**config.mk**
```make
export PLATFORM = sky130hd
export DESIGN_NAME = vx_barrier_table
export DESIGN_NICKNAME = d
export VERILOG_FILES = /design/src/rtl/vx_barrier_table_pkg.sv /design/src/rtl/vx_barrier_table_entry.sv /design/src/rtl/vx_barrier_table.sv
export SDC_FILE = /design/constraint.sdc
export NUM_CORES = 1
export LEC_CHECK = 0
export CORE_MARGIN = 2
export CORE_UTILIZATION = 43
export DETAILED_ROUTE_END_ITERATION = 16
export SYNTH_ARGS = -nofsm -noshare
export SYNTH_HDL_FRONTEND = slang
export SYNTH_HIERARCHICAL = 1
export SYNTH_SLANG_ARGS = --single-unit
```
**constraint.sdc**
```tcl
create_clock -name clk -period 3.4 [get_ports clk]
set_input_delay 0.68 -clock clk [delete_from_list [all_inputs] [get_ports clk]]
set_output_delay 0.68 -clock clk [all_outputs]
set_load 0.02 [all_outputs]
```
**src/rtl/vx_barrier_table_pkg.sv**
```systemverilog
// Shared types and sizing helpers for the barrier arrival table.
// Optional watchdog build: define VX_BARRIER_TIMEOUT_EN.
package vx_barrier_table_pkg;

    function automatic int unsigned up_clog2(input int unsigned n);
        return (n > 1) ? $clog2(n) : 1;
    endfunction

    localparam int unsigned NUM_WARPS_DEF    = 4;
    localparam int unsigned NUM_BARRIERS_DEF = 4;
    localparam int unsigned NW_BITS_DEF      = up_clog2(NUM_WARPS_DEF);
    localparam int unsigned NB_BITS_DEF      = up_clog2(NUM_BARRIERS_DEF);

    typedef struct packed {
        logic [NB_BITS_DEF-1:0] id;
        logic [NW_BITS_DEF-1:0] size_m1;
    } gpu_barrier_t;

    typedef struct packed {
        gpu_barrier_t           bar;
        logic [NW_BITS_DEF-1:0] wid;
    } gpu_barrier_req_t;

    typedef struct packed {
        logic                     valid;
        logic [NB_BITS_DEF-1:0]   id;
        logic [NUM_WARPS_DEF-1:0] wmask;
        logic                     timeout;
    } gpu_barrier_rel_t;

endpackage

```
**src/rtl/vx_barrier_table_entry.sv**
```systemverilog
// One barrier entry: arrival accumulation, warp flush and optional idle watchdog.
// Watchdog counter is present only when VX_BARRIER_TIMEOUT_EN is defined.
module vx_barrier_entry #(
    parameter int unsigned NUM_WARPS = 4,
    parameter int unsigned NW_BITS   = 2
`ifdef VX_BARRIER_TIMEOUT_EN
    , parameter int unsigned TIMEOUT_CYCLES = 1024
`endif
) (
    input  logic                 clk,
    input  logic                 reset,
    input  logic                 arr_valid,
    input  logic [NW_BITS-1:0]   arr_wid,
    input  logic [NW_BITS-1:0]   arr_size_m1,
    input  logic                 flush_valid,
    input  logic [NW_BITS-1:0]   flush_wid,
    input  logic                 to_clear,
    output logic                 valid,
    output logic [NUM_WARPS-1:0] wmask,
    output logic                 complete,
    output logic [NUM_WARPS-1:0] comp_wmask,
    output logic                 dup,
    output logic                 expired
);

    logic [NW_BITS-1:0]   count;
    logic [NW_BITS-1:0]   size_q;
    logic [NUM_WARPS-1:0] wid_bit;
    logic [NUM_WARPS-1:0] fl_bit;
    logic                 already;
    logic                 flush_hit;
    logic [NW_BITS-1:0]   size_eff;

    always_comb begin
        wid_bit          = '0;
        fl_bit           = '0;
        wid_bit[arr_wid] = 1'b1;
        fl_bit[flush_wid] = 1'b1;
    end

    // An idle entry takes its target size from the arriving request itself.
    assign already    = valid & |(wmask & wid_bit);
    assign flush_hit  = |(wmask & fl_bit);
    assign size_eff   = valid ? size_q : arr_size_m1;
    assign complete   = arr_valid & ~already & (count == size_eff);
    assign dup        = arr_valid & (already | (valid & (arr_size_m1 != size_q)));
    assign comp_wmask = wmask | wid_bit;

    always_ff @(posedge clk) begin
        if (reset) begin
            valid  <= 1'b0;
            wmask  <= '0;
            count  <= '0;
            size_q <= '0;
        end else if (arr_valid) begin
            if (complete) begin
                valid  <= 1'b0;
                wmask  <= '0;
                count  <= '0;
                size_q <= '0;
            end else if (!already) begin
                valid <= 1'b1;
                wmask <= wmask | wid_bit;
                count <= count + NW_BITS'(1);
                if (!valid) size_q <= arr_size_m1;
            end
        end else if (flush_valid && flush_hit) begin
            if (count == NW_BITS'(1)) begin
                valid  <= 1'b0;
                wmask  <= '0;
                count  <= '0;
                size_q <= '0;
            end else begin
                wmask <= wmask & ~fl_bit;
                count <= count - NW_BITS'(1);
            end
        end else if (to_clear) begin
            valid  <= 1'b0;
            wmask  <= '0;
            count  <= '0;
            size_q <= '0;
        end
    end

`ifdef VX_BARRIER_TIMEOUT_EN
    localparam int unsigned   TW    = $clog2(TIMEOUT_CYCLES) + 1;
    localparam logic [TW-1:0] T_MAX = TW'(TIMEOUT_CYCLES - 1);

    logic [TW-1:0] timer;

    // Saturates at T_MAX so a losing expired entry keeps requesting.
    always_ff @(posedge clk) begin
        if (reset || to_clear || arr_valid || !valid) begin
            timer <= '0;
        end else if (timer != T_MAX) begin
            timer <= timer + TW'(1);
        end
    end

    assign expired = valid & (timer == T_MAX);
`else
    assign expired = 1'b0;
`endif

endmodule

```
**src/rtl/vx_barrier_table.sv**
```systemverilog
// Multi-barrier arrival table: id decode, release arbitration and registered outputs.
// Optional watchdog release: define VX_BARRIER_TIMEOUT_EN.
module vx_barrier_table
    import vx_barrier_table_pkg::*;
#(
    parameter int unsigned NUM_WARPS      = 4,
    parameter int unsigned NUM_BARRIERS   = 4,
    parameter int unsigned TIMEOUT_CYCLES = 1024,
    localparam int unsigned NW_BITS       = up_clog2(NUM_WARPS),
    localparam int unsigned NB_BITS       = up_clog2(NUM_BARRIERS)
) (
    input  logic                 clk,
    input  logic                 reset,
    input  logic                 req_valid,
    output logic                 req_ready,
    input  logic [NW_BITS-1:0]   req_wid,
    input  logic [NB_BITS-1:0]   req_id,
    input  logic [NW_BITS-1:0]   req_size_m1,
    input  logic                 flush_valid,
    input  logic [NW_BITS-1:0]   flush_wid,
    output logic                 rel_valid,
    output logic [NB_BITS-1:0]   rel_id,
    output logic [NUM_WARPS-1:0] rel_wmask,
    output logic                 rel_timeout,
    output logic [NUM_WARPS-1:0] stalled_wmask,
    output logic                 err_dup
);

    logic                                    accept;
    logic [NUM_BARRIERS-1:0]                 arr_hit;
    logic [NUM_BARRIERS-1:0]                 to_clear;
    logic [NUM_BARRIERS-1:0]                 ent_valid;
    logic [NUM_BARRIERS-1:0][NUM_WARPS-1:0]  ent_wmask;
    logic [NUM_BARRIERS-1:0]                 ent_complete;
    logic [NUM_BARRIERS-1:0][NUM_WARPS-1:0]  ent_comp_wmask;
    logic [NUM_BARRIERS-1:0]                 ent_dup;
    logic [NUM_BARRIERS-1:0]                 ent_expired;

    assign req_ready = ~flush_valid;
    assign accept    = req_valid & ~flush_valid;

    for (genvar g = 0; g < NUM_BARRIERS; g++) begin : g_entry
        assign arr_hit[g] = accept & (req_id == NB_BITS'(g));

        vx_barrier_entry #(
            .NUM_WARPS      (NUM_WARPS),
            .NW_BITS        (NW_BITS)
`ifdef VX_BARRIER_TIMEOUT_EN
            , .TIMEOUT_CYCLES (TIMEOUT_CYCLES)
`endif
        ) u_entry (
            .clk         (clk),
            .reset       (reset),
            .arr_valid   (arr_hit[g]),
            .arr_wid     (req_wid),
            .arr_size_m1 (req_size_m1),
            .flush_valid (flush_valid),
            .flush_wid   (flush_wid),
            .to_clear    (to_clear[g]),
            .valid       (ent_valid[g]),
            .wmask       (ent_wmask[g]),
            .complete    (ent_complete[g]),
            .comp_wmask  (ent_comp_wmask[g]),
            .dup         (ent_dup[g]),
            .expired     (ent_expired[g])
        );
    end

    logic                 comp_any;
    logic [NUM_WARPS-1:0] comp_mask;
    logic                 dup_any;
    logic                 to_found;
    logic [NB_BITS-1:0]   to_idx;
    logic [NUM_WARPS-1:0] to_mask;
    logic [NUM_BARRIERS-1:0] to_sel;

    // Arrival completion beats the watchdog; among expired entries the lowest index wins.
    always_comb begin
        comp_any  = 1'b0;
        comp_mask = '0;
        dup_any   = 1'b0;
        to_found  = 1'b0;
        to_idx    = '0;
        to_mask   = '0;
        to_sel    = '0;
        for (int unsigned i = 0; i < NUM_BARRIERS; i++) begin
            comp_any  = comp_any | ent_complete[i];
            comp_mask = comp_mask | (ent_comp_wmask[i] & {NUM_WARPS{ent_complete[i]}});
            dup_any   = dup_any | ent_dup[i];
            if (!to_found && ent_expired[i] && !arr_hit[i] && !flush_valid) begin
                to_found  = 1'b1;
                to_idx    = NB_BITS'(i);
                to_mask   = ent_wmask[i];
                to_sel[i] = 1'b1;
            end
        end
        to_clear = comp_any ? '0 : to_sel;
    end

    always_comb begin
        stalled_wmask = '0;
        for (int unsigned i = 0; i < NUM_BARRIERS; i++) begin
            stalled_wmask = stalled_wmask | ent_wmask[i];
        end
    end

    always_ff @(posedge clk) begin
        if (reset) begin
            rel_valid   <= 1'b0;
            rel_id      <= '0;
            rel_wmask   <= '0;
            rel_timeout <= 1'b0;
            err_dup     <= 1'b0;
        end else begin
            rel_valid   <= comp_any | to_found;
            rel_id      <= comp_any ? req_id : to_idx;
            rel_wmask   <= comp_any ? comp_mask : to_mask;
            rel_timeout <= ~comp_any & to_found;
            err_dup     <= dup_any;
        end
    end

endmodule

```
==> metrics.txt, run 1 <==
outcome completed; core footprint 8217 sq um; reg2reg setup slack 1.03 ns; syn_nets 451; number of H-tree levels 2; power per standard cell area 299.7 nW/um^2; synth top area cells sky130_fd_sc_hd__dfxtp_1 25%, sky130_fd_sc_hd__a21oi_1 4.3%, sky130_fd_sc_hd__mux2_2 3.7%, sky130_fd_sc_hd__nor2b_1 3.6%, sky130_fd_sc_hd__mux2i_1 3.6%; Fillers 786; shortest period the worst path allows 2.992 ns; overall via count from detail_route 3413; number of remaining DRC errors 0; cell taking the most area after synthesis sky130_fd_sc_hd__dfxtp_1; iteration-0 DRC count of the detailed router 215; cell count after synthesis 435; post-layout util 50.22%; starting density of the core 44.33%; Final Cycle Share 88.00%; antenna cell count 0; prevailing post-synth register cell sky130_fd_sc_hd__dfxtp_1; DIE HEIGHT 96.04 microns; count of boundary I/O pins 26; final RePlAce weighted congestion 0.8729; Startpoint Class primary input; normalized max-slew margin 37.60%; die boundary width 96.04 microns; leakage dissipation 1.598 nW; proportion of register bits with asynchronous set or reset after synthesis 0%; via count of the first global-routing pass 3138; global-route wire length before repair 16320 microns; Post-CTS Setup Bufs 0; most common library cell in the layout ignoring fill and taps sky130_fd_sc_hd__dfxtp_1; RSZ-0062 raised after global routing no; clock tree from TritonCTS yes; library cells used by synthesis 59; Port Buffers 25; Clock Skew 0.007893 ns; fraction of final layout cells sized beyond drive strength 1 17.28%; post-synthesis average cell area 8.373 sq um; Via-to-Cell Ratio 6.009; hold buffer count at CTS 0; path type of the worst min-delay path register to register; crit end category register; largest vdd supply drop 0.1697 mV; Seq/Total Area, Yosys 24.73%; register clock-pin slew on the reported worst setup and hold paths 0.09 ns; clock sink total 45; count of maximum capacitance violations 0; highest-count cells in the layout ignoring fill and taps 45 x sky130_fd_sc_hd__dfxtp_1, 31 x sky130_fd_sc_hd__a21oi_1, 30 x sky130_fd_sc_hd__inv_1; area of the mapped netlist 3642 sq um; pin count of the biggest net entering global routing 46; total setup violations reported at the end of the flow 0; buffer levels on the longest clock path 2; number of endpoints with negative hold slack in the final report 0; final net count 478; DR pass1 iterations 4; total power draw 0.001237 W; clock buffers created by TritonCTS 5; actual slew at the worst max-slew pin 0.9360 ns; top-area cell type share of the netlist area 24.73%; Setup CP Type primary input to register; longest individual stage delay on the worst path 0.76 ns; post-detailed-route count of antenna-violating nets 0; number of synthesized flops with an enable pin 0; Fin Setup TNS 0 ns; DIE AREA 9223 sq um; cell mode on critical path sky130_fd_sc_hd__a21oi_1; standard cell with the maximum stage delay on the critical path sky130_fd_sc_hd__clkdlybuf4s50_1; peak clock frequency supported by timing 334.2 MHz; number of warnings reported in the yosys synthesis log 6; post-DP HPWL 7317 microns; required time of the worst setup path 3.61 ns; crit path DAT 3.20 ns; number of gates resized after CTS 0; maximum fanout along the worst path 7; wirelength, routed 10050 microns; cell at the root of the clock tree sky130_fd_sc_hd__clkbuf_8; Clk Latency, worst-skew pair 0.30 ns; number of antenna violations at the first check in global routing 0; global-route total usage across every layer 22.95%; Critical Path, Cell by Cell clkdlybuf4s50_1 -> mux2i_1 -> xnor2_1 -> nand2_1 -> nor3_1 -> a22oi_1 -> a21oi_1 -> a21oi_1 -> o31ai_1; Area growth, synth to finish 13.29%; overflow left after global routing 0; number of pins with negative max-slew slack in the final report 0; Synth Register Bits 45; Routed WL per cell 17.70 microns; number of standard-cell rows in the floorplan 33
[synth_stat cells (5+ instances only)]
| library cell | count |
|---|---|
| sky130_fd_sc_hd__o31ai_1 | 7 |
| sky130_fd_sc_hd__or4_1 | 5 |
| sky130_fd_sc_hd__a211oi_1 | 10 |
| sky130_fd_sc_hd__mux2_2 | 12 |
| sky130_fd_sc_hd__nor2b_1 | 21 |
| sky130_fd_sc_hd__inv_1 | 30 |
| sky130_fd_sc_hd__clkbuf_1 | 5 |
| sky130_fd_sc_hd__nor3_2 | 5 |
| sky130_fd_sc_hd__dfxtp_1 | 45 |
| sky130_fd_sc_hd__a21o_1 | 8 |
| sky130_fd_sc_hd__a22oi_1 | 8 |
| sky130_fd_sc_hd__a21oi_1 | 31 |
| sky130_fd_sc_hd__mux2i_1 | 13 |
| sky130_fd_sc_hd__a31oi_1 | 13 |
| sky130_fd_sc_hd__o21ai_0 | 21 |
| sky130_fd_sc_hd__nor3_1 | 12 |
| sky130_fd_sc_hd__nand2_1 | 29 |
| sky130_fd_sc_hd__a22o_1 | 12 |
| sky130_fd_sc_hd__nor2_1 | 21 |
| sky130_fd_sc_hd__nand3b_1 | 5 |
| sky130_fd_sc_hd__buf_2 | 7 |
| sky130_fd_sc_hd__a32o_1 | 12 |
| sky130_fd_sc_hd__xnor2_1 | 12 |
[path summary, 6_finish.rpt]
kind,from,end,cells after the start
worst min-delay path,g_entry[1].u_entry/size_q[0],g_entry[1].u_entry/size_q[0],1
worst max-delay path,req_size_m1[1],rel_wmask[0],9
worst min register to register,g_entry[1].u_entry/size_q[0],g_entry[1].u_entry/size_q[0],1
worst max register to register,g_entry[1].u_entry/valid,rel_wmask[0],8
[logic make-up (layout without fill, tap and decap cells)]
family	after synthesis	in the layout	share of synthesized area [%]
muxes	30	30	10.07
other	4	4	0.4121
buffers and inverters	55	83	7.283
adders and majority gates	4	4	1.374
and+or+nand+nor	123	123	19.72
AOI/OAI and AO/OA	158	158	32.57
xor gates and xnor gates	16	16	3.847
DFF	45	45	24.73
[area by class of cell]
cell class | instances | area (sq um) | share of cell area [%]
timing repair buffer | 44 | 400.4 | 9.703
inverter | 31 | 116.4 | 2.820
sequential | 45 | 900.9 | 21.83
tap | 105 | 131.4 | 3.184
multi-input combinational | 335 | 2476 | 60.01
clock buffer | 7 | 96.34 | 2.335
clock inverter | 1 | 5.005 | 0.1213
[power by group]
part / total (W) / switching [W] / internal, W
registers: 0.000558 / 0.0000145 / 0.000543
clock network: 0.000378 / 0.000193 / 0.000184
logic: 0.000301 / 0.000178 / 0.000123
[worst max-delay path: cells and delay by family]
kind	cells	cell delay, ns
xor+xnor	1	0.27
simple gates	2	0.78
compound gates	4	0.52
mux	1	0.20
buf+inv	1	0.76
[per-layer routing]
metal | global-route usage (%) | wire length [microns]
met1 | 33.30 | 4778
met2 | 35.19 | 4530
met3 | 3.367 | 597
met5 | 0 | 0
met4 | 6.429 | 144
[per-stage QoR]
step / cells / setup WS, ns / instance area, sq um / hold WS, ns
finish: 568 / 0.4079 / 4126 / 0.5346
global route: 568 / 0.1697 / 4126 / 0.5558
CTS: 568 / 0.4084 / 4126 / 0.5376
detailed placement: 560 / 0.09800 / 4025 / 0.5164
global placement: 560 / 0.1622 / 4025 / 0.5164
floorplan: 435 / 0.9198 / 3642 / 0.4846
[flip-flops by register name (all words and copies together), names as in the netlist]
signal,flops
g_entry.u_entry/valid,4
rel_id,2
rel_wmask,4
g_entry.u_entry/count,8
g_entry.u_entry/size_q,8
err_dup,1
g_entry.u_entry/wmask,16
rel_timeout,1
rel_valid,1
Note: power is estimated with default switching activity, not from simulation.
==> run 2, diff against run 1 <==
--- a/config.mk
+++ b/config.mk
@@ -8,6 +8,7 @@
 export CORE_MARGIN = 2
 export CORE_UTILIZATION = 43
 export DETAILED_ROUTE_END_ITERATION = 16
+export HOLD_SLACK_MARGIN = 0.03
 export SYNTH_ARGS = -nofsm -noshare
 export SYNTH_HDL_FRONTEND = slang
 export SYNTH_HIERARCHICAL = 1
==> results of run 2 <==
No change in the layout: final DEF, timing and power equal those of run 1.
